[config.mk]
export PLATFORM = sky130hd
export DESIGN_NAME = b_ram
export DESIGN_NICKNAME = d
export VERILOG_FILES = /design/src/rtl/b_ram.sv
export SDC_FILE = /design/constraint.sdc
export NUM_CORES = 1
export LEC_CHECK = 0
export BUFFER_PORTS_ARGS = -buffer_cell sky130_fd_sc_hd__buf_2
export CAP_MARGIN = 20
export CORE_MARGIN = 5
export CORE_UTILIZATION = 65
export DETAILED_ROUTE_END_ITERATION = 8
export PLACE_DENSITY = 0.93
export REMOVE_ABC_BUFFERS = 1
export SLEW_MARGIN = 20
export SYNTH_ARGS = -nofsm -noshare
export SYNTH_HDL_FRONTEND = slang
export SYNTH_SLANG_ARGS = --single-unit
[constraint.sdc]
create_clock -name clka -period 3.1 [get_ports clka]
set_input_delay 0.62 -clock clka [delete_from_list [all_inputs] [get_ports clka]]
set_output_delay 0.62 -clock clka [all_outputs]
set_load 0.02 [all_outputs]
[src/rtl/b_ram.sv]
// rtl/b_ram.sv - simple dual-port RAM, port A write, port B registered read (read-first)
// Optional second output stage: define B_RAM_OUT_REG_EN (read latency 2).
module b_ram #(
  parameter int ADDR_W = 4,
  parameter int DATA_W = 16,
  parameter int DEPTH  = 2**ADDR_W
) (
  input  logic              clka,
  input  logic              rst_n,
  input  logic              clkb,
  input  logic [ADDR_W-1:0] addra,
  input  logic [DATA_W-1:0] dina,
  input  logic              wea,
  input  logic [ADDR_W-1:0] addrb,
  output logic [DATA_W-1:0] doutb
);

  localparam logic [ADDR_W:0] LIMIT = (ADDR_W+1)'(DEPTH);

  // clkb exists only for port compatibility; everything runs on clka
  logic w_unused_clkb;
  assign w_unused_clkb = clkb;

  logic [DATA_W-1:0] r_mem [DEPTH] = '{default: '0};
  logic              w_wr_hit;
  logic              w_rd_hit;
  logic [DATA_W-1:0] w_rd_data;
  logic [DATA_W-1:0] r_dout1;

  assign w_wr_hit  = wea && ({1'b0, addra} < LIMIT);
  assign w_rd_hit  = {1'b0, addrb} < LIMIT;
  assign w_rd_data = w_rd_hit ? r_mem[addrb] : '0;

  // Memory has no reset so writes proceed while rst_n is low
  always_ff @(posedge clka) begin
    if (w_wr_hit) begin
      r_mem[addra] <= dina;
    end
  end

  always_ff @(posedge clka or negedge rst_n) begin
    if (!rst_n) begin
      r_dout1 <= '0;
    end else begin
      r_dout1 <= w_rd_data;
    end
  end

`ifdef B_RAM_OUT_REG_EN
  logic [DATA_W-1:0] r_dout2;

  always_ff @(posedge clka or negedge rst_n) begin
    if (!rst_n) begin
      r_dout2 <= '0;
    end else begin
      r_dout2 <= r_dout1;
    end
  end

  assign doutb = r_dout2;
`else
  assign doutb = r_dout1;
`endif

endmodule

**After elaboration in Yosys (flattened, before gate mapping)**

Memory sizes are Yosys's and may differ from the RTL's. A register that Yosys moved wholly into a read port is not among the register bits.
Cells that the tools add are included.

- Output and inout port bits: 16
- Memories kept: 1
- Word-level logic and storage cells: 4
- Register bits after elaboration: 0
- Bits in writable memories: 256

Memories:

| memory | words | width | rd ports | clocked after memory_dff | wr ports | line | RTL |
|---|---|---|---|---|---|---|---|
| r_mem | 16 | 16 | 1 | 1 | 1 | 24 | `logic [DATA_W-1:0] r_mem [DEPTH] = '{default: '0};` |

- Mux-type cells: 2
- Reduce and logical (&&, ||, !) cells: 1

Operators by type and width:

| kind | number |
|---|---|
| $mux W1 | 2 |
| $logic_not A1 Y1 | 1 |

**Logic depth before layout (Yosys ltp)**

Gate-level depths: netlist of run 1.

- Depth after elaboration: 2
- Depth in mapped cells: 5
- Mapped depth without buffers: 3

**Worst setup path before layout of run 1**

Ideal clock, no wire load.

- Path kind: input to register
- Start: input addra[2]
- End: memory r_mem[0][0] (enable)
- Cell stages on the path: 2
- Required time: 2.691 ns
- Data arrival time: 2.266 ns
- Library setup time: 0.409 ns
- Buffers on the path: 0
- Slack: 0.425 ns
- Path through: or3b_2 -> nor3_1

RTL lines:

| what | line | RTL |
|---|---|---|
| start: declaration | 11 | `input logic [ADDR_W-1:0] addra,` |
| end: declaration | 24 |  |

No word-level cell before the write port.

==> results of run 1 <==
==> path summary, 6_finish.rpt <==
| path | end | slack, ns | cells past startpoint |
|---|---|---|---|
| max in group asynchronous | doutb[3] | 2.61 | 1 |
| min reg2reg | doutb[5] | 0.69 | 3 |
| max reg2reg | doutb[6] | 1.68 | 3 |
| min in group clka | r_mem[15][2] | 0.46 | 1 |
| max | doutb[11] | 1.24 | 5 |
| min | doutb[9] | 0.08 | 1 |
==> metal layers <==
layer / wire [µm] / part of all wire / track usage
met5: 0 / 0 / 0
met4: 882 / 0.037 / 0.107
met2: 11800 / 0.49 / 0.444
met3: 2770 / 0.12 / 0.0618
met1: 8470 / 0.35 / 0.373
==> through the flow <==
| step | area [µm²] | util |
|---|---|---|
| 3_5_place_dp | 10800 | 0.705 |
| 5_1_grt | 11700 | 0.764 |
| 2_1_floorplan | 10000 | - |
| 4_1_cts | 11700 | 0.764 |
| 3_3_place_gp | 10800 | 0.705 |
| 6_report | 11700 | 0.764 |
==> logic make-up (layout without fill, tap and decap cells) <==
group	Yosys count	in the layout	share of synthesized area
buffers and inverters	21	115	0.0121
multiplexers	64	64	0.146
AO/OA/AOI/OAI	32	32	0.0237
flip-flops	272	272	0.799
AND/OR/NAND/NOR	43	43	0.0190
==> area by class of cell <==
| cell class | count | area (µm²) |
|---|---|---|
| repair buffers | 67 | 438 |
| clock inverters | 14 | 193 |
| flip-flops and latches | 272 | 8090 |
| multi-input cells | 139 | 1960 |
| well taps | 211 | 264 |
| clock buffers | 34 | 711 |
| fillers | 738 | 3600 |
==> where the power goes <==
| group | leakage, nW | internal (mW) | switching (mW) | total, mW |
|---|---|---|---|---|
| combinational | 0.937 | 0.157 | 0.256 | 0.413 |
| sequential | 2.51 | 4.11 | 0.0308 | 4.14 |
| clock | 0.427 | 1.96 | 1.34 | 3.30 |
| total | 3.87 | 6.23 | 1.62 | 7.85 |
==> state kept, by name, indices dropped and copies added (netlist names) <==
register and count:
doutb 16, r_mem 256
==> worst register-to-register path: cells and delay by family, from the launching register on <==
kind             cells  cell delay (ns)
AO/OA/AOI/OAI        1             0.21
flip-flops           1             0.41
multiplexers         1             0.57
AND/OR/NAND/NOR      1             0.10
==> layout by cell type, fill, tap and decap left out <==
master	netlist	final
a22oi_1	32	32
and2_1	1	1
buf_12	0	3
buf_2	2	41
buf_4	3	23
bufinv_16	0	4
clkbuf_1	8	5
clkbuf_16	0	26
clkbuf_8	0	3
clkinv_1	0	2
clkinv_2	0	2
clkinv_4	0	1
clkinv_8	0	1
clkinvlp_4	0	4
dfrtp_1	16	16
edfxtp_1	256	256
mux4_1	10	10
mux4_2	54	54
nand2_1	17	17
nand2b_1	2	2
nand3_1	1	1
nand3b_1	2	2
nor2_1	13	1
nor2_2	0	12
nor2b_1	2	2
nor3_2	0	4
or3b_2	1	1
==> run metrics, run 1 <==
Setup-failing EPs final 0; Final TNS setup 0 ns; 1st-iter DRT viols 568; Port Buf Inserts 42; fin crit share 0.600; CP Max Fanout 24; die width 135 µm; Initial Utilization 0.663; CP max stage delay 0.62 ns; Die Y-Extent 135 µm; max-slew violations 0; grt total ovfl 0; MaxCap Viol Count 0; Post-CTS Resized 0; detailed placement HPWL 11,500 µm; ratio of cells with drive above 1 in the final layout 0.340; Ant. Diodes 0; cell count after placement 689; pin count of the biggest net entering global routing 65; fmax 537 MHz; Synth top area share 0.759; CP Class in -> reg; vias in the first global route 5,410; Die ar. 18,200 µm²; status finished clean; gpl congestion 0.748; slowest CP cell mux4_1; post-CTS setup buffers 0; initial antenna violation count 0; CP startpoint addrb[0]; average wire per standard cell 32.4 µm; Synth Instances 432; Ys Warns 0; Required @ worst endpoint 3.50 ns; core area 15,300 µm²; area leader, netlist edfxtp_1; Yosys reg bits 272; Tightest Hold Check Type in -> async; Top FF cell, synth edfxtp_1; worst-path cell chain buf_4 > buf_12 > mux4_1 > a22oi_1 > nand2_1; worst skew pair latency 0.54 ns; root buf cell clkbuf_16; relative slew slack 0.538; wire length of the first global-routing pass 35,200 µm; worst-margin pin slew 0.693 ns; area growth from synthesis to layout 15.1%; DR pass1 iterations 5; crit path time final 1.86 ns; ANT nets after route 0; count leader, synth edfxtp_1; pre-CTS setup slack 0.734 ns; row cnt 45; most instantiated cells after synthesis 256 x edfxtp_1, 54 x mux4_2, 32 x a22oi_1; Cell variety after synth 19; CP Launch Type primary input; hold bufs inserted after CTS 0; Syn Area/Cell 23.4 µm²; ys async rst share 0.0588; final worst slack 1.24 ns; CTS clock-pin slew for the worst setup and hold paths 0.06 ns; LEAKAGE 3.87 nW; Total GRT Usage 0.274; CP delay by family, top buffers and inverters; part of the Yosys area used for sequential elements 0.799; Post-route DRC 0; CTS Buffer Depth 3; final WL 23,900 µm; cts bufs inserted 26; Power, Total 7.85 mW; Final Hold Fails 0; RSZ-0062 raised after global routing no; clock skew 0.0191 ns; Critical Path End Type flop; ranking of synthesized cells by area edfxtp_1 76%, mux4_2 12%, dfrtp_1 4.0%; CP bufs+invs 2; TritonCTS clock tree yes; reg2reg start r_mem[9][6]; H-tree depth 1; final hold slack 0.0820 ns; cell area after synthesis 10,100 µm²; vias per inst 6.97; fin cells 737; Max VDD drop 499 µV; clock sink count 272; power per cell area 674 nW/µm²; nets 534; EDFF count, synth 256; Via Count 5,134; Critical Path AT 2.26 ns; I/O Pins 44
Power figures use the tool's default switching activity.
==> inputs of run 2 (changes only) <==
ABC_AREA = 1   (was unset)
CORE_UTILIZATION = 56   (was 65)
PLACE_DENSITY = 0.86   (was 0.93)
clock period = 1.7 ns   (was 3.1 ns; I/O delays follow)
==> run metrics, run 2 <==
count leader, synth nand2_1; Placed Instance Area 12,300 µm² (+14%); Final Cell Area 13,100 µm² (+12%); combinational power share 0.068 (+0.015); core area 20,200 µm² (+32%); CP bufs+invs 1 (-1); Die Y-Extent 153 µm (+14%); nets 1,162 (+120%); crit path to doutb[1]; EDFF count, synth 256 (unchanged); Synth Instances 1,076 (+150%); H-tree depth 1 (unchanged); clock skew 0.00581 ns (-0.0133 ns); cell area after synthesis 11,500 µm² (+13%); Ys Warns 0 (unchanged); detailed placement HPWL 14,400 µm (+26%); Sw Ratio 0.215 (+0.00831); Critical Path End Type primary output; worst skew pair latency 0.52 ns (-0.02 ns); RSZ-0062 raised after global routing no; Syn Area/Cell 10.7 µm² (-55%); # fillers 1,421 (+93%); cts bufs inserted 27 (+3.8%); Yosys reg bits 272 (unchanged); row cnt 52 (+16%); CP startpoint doutb[1]; initial antenna violation count 0 (unchanged); Tightest Hold Check Type in -> reg; Port Buf Inserts 42 (unchanged); reg2reg end doutb[9]; TritonCTS clock tree yes; DR pass1 iterations 5 (unchanged); 1st-iter DRT viols 1,002 (+76%); worst-margin pin slew 0.548 ns (-0.144 ns); area leader, netlist edfxtp_1; vias per inst 5.40 (-23%); max-slew violations 0 (unchanged); relative slew slack 0.635 (+0.0968); commonest non-fill, non-tap cell in the layout nand2_1; pin count of the biggest net entering global routing 81 (+25%); Max VDD drop 909 µV (+82%); ranking of synthesized cells by area edfxtp_1 67%, nand2_1 11%, nand3_1 8.5%; Final TNS setup 0 ns (unchanged); root buf cell clkbuf_16; Required @ worst endpoint 1.36 ns (-2.14 ns); Reg power frac 0.539 (+0.011); ratio of cells with drive above 1 in the final layout 0.118 (-0.222); ANT nets after route 0 (unchanged); Power, Total 14.0 mW (+78%); Setup-failing EPs final 0 (unchanged); ys async rst share 0.0588 (unchanged); Psw 3.01 mW (+85%); post-CTS setup buffers 0 (unchanged); most frequent cells in the layout 342 x nand2_1, 256 x edfxtp_1, 197 x inv_1; LEAKAGE 5.66 nW (+46%); worst-path cell chain buf_2; final hold slack 0.183 ns (+0.101 ns); most instantiated cells after synthesis 342 x nand2_1, 256 x edfxtp_1, 197 x inv_1; CTS clock-pin slew for the worst setup and hold paths 0.06 ns (about the same); Total GRT Usage 0.218 (-0.0562); Pint 11.0 mW (+76%); number of cells on the critical path 1 (-4); reg2reg start r_mem[3][9]; CP Launch Type flop; gpl congestion 0.777 (+3.8%); CP Max Fanout 1 (-96%); metal2 WL 12,700 µm (+7.5%); CTS Buffer Depth 3 (unchanged); max FFs per register 256 (unchanged); Cell variety after synth 12 (-7); Via Count 7,686 (+50%); top layer in use met4; power per cell area 1070 nW/µm² (+59%); vias in the first global route 7,469 (+38%); Initial Utilization 0.568 (-0.0951); Top FF cell, synth edfxtp_1; Multi-input gate area 2360 µm² (+20%); Die ar. 23,400 µm² (+29%); clock sink count 272 (unchanged); sequential standard cell area 8090 µm² (unchanged); DR WL met3 2660 µm (-3.8%); grt total ovfl 0 (unchanged); final WL 25,500 µm (+6.7%); part of the Yosys area used for sequential elements 0.706 (-0.0934); fin crit share 0.828; clock power share 0.393 (-0.027); area growth from synthesis to layout 14.3%; crit path time final 1.41 ns; Worst R2R Setup Slack 0.70 ns (-0.98 ns); status finished clean; Critical Path AT 1.07 ns (-1.19 ns); fmax 710 MHz; Met1 Wirelength 9270 µm (+9.4%); Post-route DRC 0 (unchanged); Ant. Diodes 0 (unchanged); slowest CP cell dfrtp_1; wire length of the first global-routing pass 39,800 µm (+13%); average wire per standard cell 17.9 µm (-45%); die width 153 µm (+14%); CP Class reg -> out; r2r worst-path depth 6 (+3); I/O Pins 44 (unchanged); Final Hold Fails 0 (unchanged); Synth top area share 0.671 (-0.0888); MaxCap Viol Count 0 (unchanged); Top reg by flops r_mem; CP max stage delay 0.39 ns (-0.23 ns); CP delay by family, top flip-flops
-- run 2: power groups by stage --
stage,Clock [mW],Sequential (mW),Combinational [mW]
floorplan,0,7.73,0.396
global placement,0,7.67,0.903
detailed placement,0,7.68,0.940
CTS,5.57,7.54,0.949
global route,5.88,7.55,1.05
finish,5.50,7.54,0.952
-- run 2: how the worst min path moves through the flow --
| stage | cells past startpoint | to | start |
|---|---|---|---|
| floorplan | 0 | doutb[0] | rst_n |
| global placement | 1 | doutb[3] | rst_n |
| detailed placement | 1 | doutb[3] | rst_n |
| CTS | 1 | r_mem[14][11] | dina[11] |
| global route | 1 | r_mem[15][11] | dina[11] |
| finish | 1 | r_mem[14][11] | dina[11] |
-- run 2: timing repair --
action,in CTS,in global routing
setup endpoints to repair,0,0
gates resized for setup,0,0
hold endpoints to repair,16,0
hold buffers,1,0
-- run 2: cell families after synthesis --
logic type / Yosys count / synth area share
DFF: 272 / 0.706
and+or+nand+nor: 554 / 0.203
buffers and inverters: 250 / 0.0918
-- run 2: layout make-up --
cell class,count,area share
clock buffers,37,0.0567
clock inverters,12,0.00668
inverters,199,0.0571
multi-input cells,554,0.180
flip-flops and latches,272,0.617
well taps,270,0.0258
repair buffers,80,0.0563
-- run 2: routing by layer --
metal,vias to the layer above,track usage
met5,-,0
met4,0,0.0899
met3,73,0.0359
met2,467,0.367
met1,3563,0.284
li1,3583,-
-- run 2: through the flow --
stage / std cells / util / setup slack (ns)
6_report: 1424 / 0.650 / 0.292
5_1_grt: 1424 / 0.650 / 0.248
3_3_place_gp: 1374 / 0.608 / 0.248
4_1_cts: 1424 / 0.650 / 0.278
2_1_floorplan: 1025 / - / -0.134
3_5_place_dp: 1374 / 0.608 / 0.205
